$ cat src/rtl/fp12_quad_packer.sv
// fp12_quad_packer: packs a serial FP12 operand stream into four-lane groups
// for the FP12 four-input adder. Short groups close on in_last and are padded.
// One collect buffer and one output buffer absorb a downstream hold.
module fp12_quad_packer #(
  parameter logic [11:0] PAD_VALUE = 12'h000,
  parameter int unsigned CNT_W     = 16
) (
  input  logic             clk,
  input  logic             reset,
  input  logic             in_valid,
  input  logic [11:0]      in_data,
  input  logic             in_last,
  output logic             in_ready,
  input  logic             hold,
  output logic             pushin,
  output logic [11:0]      A,
  output logic [11:0]      B,
  output logic [11:0]      C,
  output logic [11:0]      D,
  output logic             grp_last,
  output logic [CNT_W-1:0] grp_count
);

  localparam int unsigned DW    = 12;
  localparam int unsigned LANES = 4;

  // collect buffer
  logic [DW-1:0] c_lane [LANES];
  logic [1:0]    cnt;
  logic          cfull;
  logic          c_last;

  // output buffer
  logic [DW-1:0] o_lane [LANES];
  logic          o_last;
  logic          obuf_v;

  logic          accept_c;
  logic          drain_c;
  logic          close_c;
  logic [DW-1:0] grp_c [LANES];

  // A full collect buffer is the only thing that blocks input.
  assign in_ready = !cfull;

  // Handshake decode and assembly of the group closed by the current beat.
  always_comb begin
    accept_c = in_valid && !cfull;
    drain_c  = obuf_v && !hold;
    close_c  = accept_c && ((cnt == 2'd3) || in_last);
    for (int i = 0; i < LANES; i++) begin
      if (2'(i) < cnt) begin
        grp_c[i] = c_lane[i];
      end else if (2'(i) == cnt) begin
        grp_c[i] = in_data;
      end else begin
        grp_c[i] = PAD_VALUE;
      end
    end
  end

  // Collect buffer: lane fill, and parking a completed group when obuf is busy.
  always_ff @(posedge clk or negedge reset) begin
    if (!reset) begin
      c_lane <= '{default: '0};
      cnt    <= 2'd0;
      cfull  <= 1'b0;
      c_last <= 1'b0;
    end else begin
      if (drain_c && cfull) begin
        cfull <= 1'b0;
      end
      if (accept_c) begin
        if (close_c) begin
          cnt <= 2'd0;
          if (obuf_v && !drain_c) begin
            c_lane <= grp_c;
            c_last <= in_last;
            cfull  <= 1'b1;
          end
        end else begin
          c_lane[cnt] <= in_data;
          cnt         <= cnt + 2'd1;
        end
      end
    end
  end

  // Output buffer: refilled from cbuf first, else from a group closing now.
  always_ff @(posedge clk or negedge reset) begin
    if (!reset) begin
      o_lane <= '{default: '0};
      o_last <= 1'b0;
      obuf_v <= 1'b0;
    end else if (drain_c) begin
      if (cfull) begin
        o_lane <= c_lane;
        o_last <= c_last;
      end else if (close_c) begin
        o_lane <= grp_c;
        o_last <= in_last;
      end else begin
        obuf_v <= 1'b0;
      end
    end else if (close_c && !obuf_v) begin
      o_lane <= grp_c;
      o_last <= in_last;
      obuf_v <= 1'b1;
    end
  end

  // Issue stage: one pushin pulse per drained group; lanes hold between pulses.
  always_ff @(posedge clk or negedge reset) begin
    if (!reset) begin
      pushin    <= 1'b0;
      A         <= '0;
      B         <= '0;
      C         <= '0;
      D         <= '0;
      grp_last  <= 1'b0;
      grp_count <= '0;
    end else begin
      pushin <= drain_c;
      if (drain_c) begin
        A         <= o_lane[0];
        B         <= o_lane[1];
        C         <= o_lane[2];
        D         <= o_lane[3];
        grp_last  <= o_last;
        grp_count <= grp_count + CNT_W'(1);
      end
    end
  end

endmodule

$ cat config.mk
export PLATFORM = sky130hd
export DESIGN_NAME = fp12_quad_packer
export DESIGN_NICKNAME = d
export VERILOG_FILES = /design/src/rtl/fp12_quad_packer.sv
export SDC_FILE = /design/constraint.sdc
export NUM_CORES = 1
export LEC_CHECK = 0
export CORE_MARGIN = 2
export CORE_UTILIZATION = 47
export CTS_BUF_LIST = sky130_fd_sc_hd__clkbuf_8
export CTS_CLUSTER_DIAMETER = 50
export DETAILED_ROUTE_END_ITERATION = 8
export GPL_TIMING_DRIVEN = 0
export PLACE_DENSITY = 0.7
export SETUP_SLACK_MARGIN = 0.05
export SYNTH_ARGS = -nofsm -noshare
export SYNTH_HDL_FRONTEND = slang
export SYNTH_SLANG_ARGS = --single-unit
$ cat constraint.sdc
create_clock -name clk -period 2.1 [get_ports clk]
set_input_delay 0.21 -clock clk [delete_from_list [all_inputs] [get_ports clk]]
set_output_delay 0.21 -clock clk [all_outputs]
set_load 0.02 [all_outputs]
==> results.toml <==
[status]
outcome = "finished, final reports clean"

[clock_network]
cts_tree = "done"
cts_root_buf = "clkbuf_8"
path_clk_slew_ns = 0.08
clockBufferDepth = 2
cts_buffers = 17
postCtsSetupRepairBufs = 0
cts.sinks = 168
clkLatencyLatePin_ns = 0.46
htreeDepth = 4

[grt]
use_met1_pct = 26.61
met2_usage_pct = 30.01
grt_antenna_before_repair = 0
grt_usage_pct = 19.43
grt_max_degree = 125
grt_pass1_vias = 4658
met3_usage_pct = 4.218
busiest_layer = "met2"
overflow = 0
grt_pass1_wl_um = 24090

[place]
dp_hpwl_um = 10150
portBuffers = 83
routabilityCongestion = 0.8501
placed_cells = 829

[yosys]
synthAdderAreaFrac_pct = 1.064
synth_edf_count = 0
syn_nets = 584
synth_top_family_by_area = "multiplexers"
synth-seq-area-share_pct = 59.56
ys_seq_elements = 168
synth_area_per_cell_um2 = 12.58
synthFlopType = "dfrtp_1"
synth_mux_area_share_pct = 19.13
synth_area_um2 = 7058
yosys.area_share.simple_pct = 8.988
synth_compound_area_share_pct = 6.914
syn-instance-count = 561
synth_xor_area_share_pct = 1.861
async_reset_ff_share_pct = 100.0
synth.distinct_cells = 35
yosysWarnings = 0

[layout]
utilization_pct = 58.63
fin_nets = 688
final_common_cell = "dfrtp_1"
final_cell_mix = "dfrtp_1 (166), mux2_2 (83), clkdlybuf4s50_1 (82), nand2_1 (60), o21ai_0 (53)"
syn_to_final_growth_pct = 21.18
layout-drive-gt1-share_pct = 20.18
final_cells = 858
nFillCells = 1144
antenna_cells = 0

[setup_path]
cp_data_required_time_ns = 2.45
worstSetupPathType = "flop to flop"
r2r_start = "cnt[0]"
cp_data_arrival_time_ns = 2.31
reg2reg_to = "c_lane[28]"
rrSetupSlack_ns = 0.14
r2r_cells = 6
critPathLaunchType = "flop"
critPathCaptureType = "flop"
cp_max_fo = 10

[timing]
fmax_ghz = 0.5101
timing.slew.headroom_pct = 46.88
skew_ns = 0.01006
finalCritPeriodShare_pct = 93.35
tns_ns = 0
final-hold-violation-count = 0
rsz0062_at_grt = "false"
period_needed_ns = 1.960
tightest_slew_ns = 0.7895
drv_slew = 0
setup_viol = 0

[detailed_routing]
drtIter0Drc = 314
wl_um = 15060
ant_nets = 0
post_drt_via_cell_ratio = 5.380
wl_per_cell_um = 17.56
drt_first_pass_iters = 4
vias = 4616
drt_drc_violations_left = 0

[floorplan]
die_x_um = 126.5
die_area_um2 = 16010
die_h_um = 126.5
top_level_ports = 84
num_rows = 44
core_um2 = 14590
initial_core_util_pct = 48.38

[job]
maxCapViolCount = 0

[power_and_ir_drop]
vdd_drop_max_mv = 0.3301
power_density_nw_per_um2 = 640.0
p_leak_nw = 3.969

[hold_path]
min_path_type = "primary input to asynchronous set/reset pin"
## logic make-up (layout without fill, tap and decap cells)
kind of cell	after synthesis	in the layout
mux	124	124
compound gates	83	83
simple gates	128	128
buf+inv	37	150
flops	168	168
fa+ha+maj	6	6
xor+xnor	15	15
## area by class of cell
type                    count  area, um^2  share of cell area (%)
clock inverters             7       56.30                  0.6583
plain buffers              30       158.9                   1.858
clock buffers              21       289.0                   3.379
inverters                   7       26.28                  0.3072
repair buffers             85       873.3                   10.21
multi-input cells         356        2713                   31.71
flip-flops and latches    168        4207                   49.18
well taps                 184       230.2                   2.692
## registers in the layout, summed over array words and instances (netlist names), named ones only
name and cells:
c_lane 48, D 12, grp_last 1, pushin 1
cnt 2, obuf_v 1, o_last 1, C 12
A 12, c_last 1, B 12, o_lane 48
grp_count 16
## metrics by stage
stage | hold WS (ns) | power [mW] | instance area, um^2 | worst slack [ns]
after floorplan | -0.08559 | 3.308 | 7058 | 0.1823
after global placement | 0.4616 | 3.438 | 8119 | -5.763
after detailed placement | 0.1239 | 3.446 | 8152 | -0.1546
after CTS | 0.2150 | 5.518 | 8539 | 0.09862
after global routing | 0.2317 | 5.662 | 8553 | 0.05474
final | 0.2255 | 5.474 | 8553 | 0.1396
## cells in the mapped netlist, types with 2 or more instances
cell type  number  area share [%]
dfrtp_1       168              60
mux2_2         83              13
nand2_1        60             3.2
o21ai_0        53             3.8
mux2i_1        37             5.2
and2_1         26             2.3
and3_1         15             1.3
clkbuf_1       15            0.80
a21oi_1        12            0.85
a22o_1         12             1.5
xnor2_1        12             1.5
buf_2          11            0.78
nand3_1         8            0.57
inv_1           7            0.37
ha_1            6             1.1
mux2_1          4            0.64
nor2_1          3            0.16
or3_1           3            0.27
xor2_1          3            0.37
a21oi_2         2            0.25
buf_4           2            0.21
buf_6           2            0.32
nand2_2         2            0.18
nand2b_1        2            0.18
nand4_1         2            0.18
nor3_1          2            0.14
## how the worst max path moves through the flow
| stage | from | depth (start not counted) | endpoint | slack [ns] |
|---|---|---|---|---|
| 2_1_floorplan | cnt[0] | 6 | c_lane[36] | 0.18 |
| 3_3_place_gp | reset | 1 | C[4] | -5.76 |
| 3_5_place_dp | hold | 6 | c_lane[28] | -0.15 |
| 4_1_cts | cnt[1] | 7 | o_lane[47] | 0.1 |
| 5_1_grt | cnt[0] | 6 | o_lane[31] | 0.05 |
| 6_report | cnt[0] | 6 | c_lane[28] | 0.14 |
## timing repair
action	in CTS	in global routing
pin swaps	0	1
gates cloned	0	0
resized for setup	7	5
hold endpoints to repair	44	0
hold buffers	1	0
setup endpoints to repair	56	23
## worst max-delay path, cell delays in order, from the launching register on
cell and delay (ns):
dfrtp_2 0.45, ha_4 0.20, nor2_4 0.07, or3_1 0.34, a21oi_2 0.24, buf_6 0.19
mux2_2 0.35
## report_power, final
part / internal (mW) / switching (mW) / leakage, nW
combinational: 0.0405 / 0.108 / 1.44
clock: 1.02 / 1.08 / 0.193
sequential: 3.23 / 0 / 2.34
total: 4.29 / 1.18 / 3.97
## routing by layer
layer,vias to the layer above,wire [um]
met4,0,375
met1,2336,6829
met2,96,7131
met5,-,0
li1,2157,-
met3,27,726
Power figures use the tool's default switching activity.
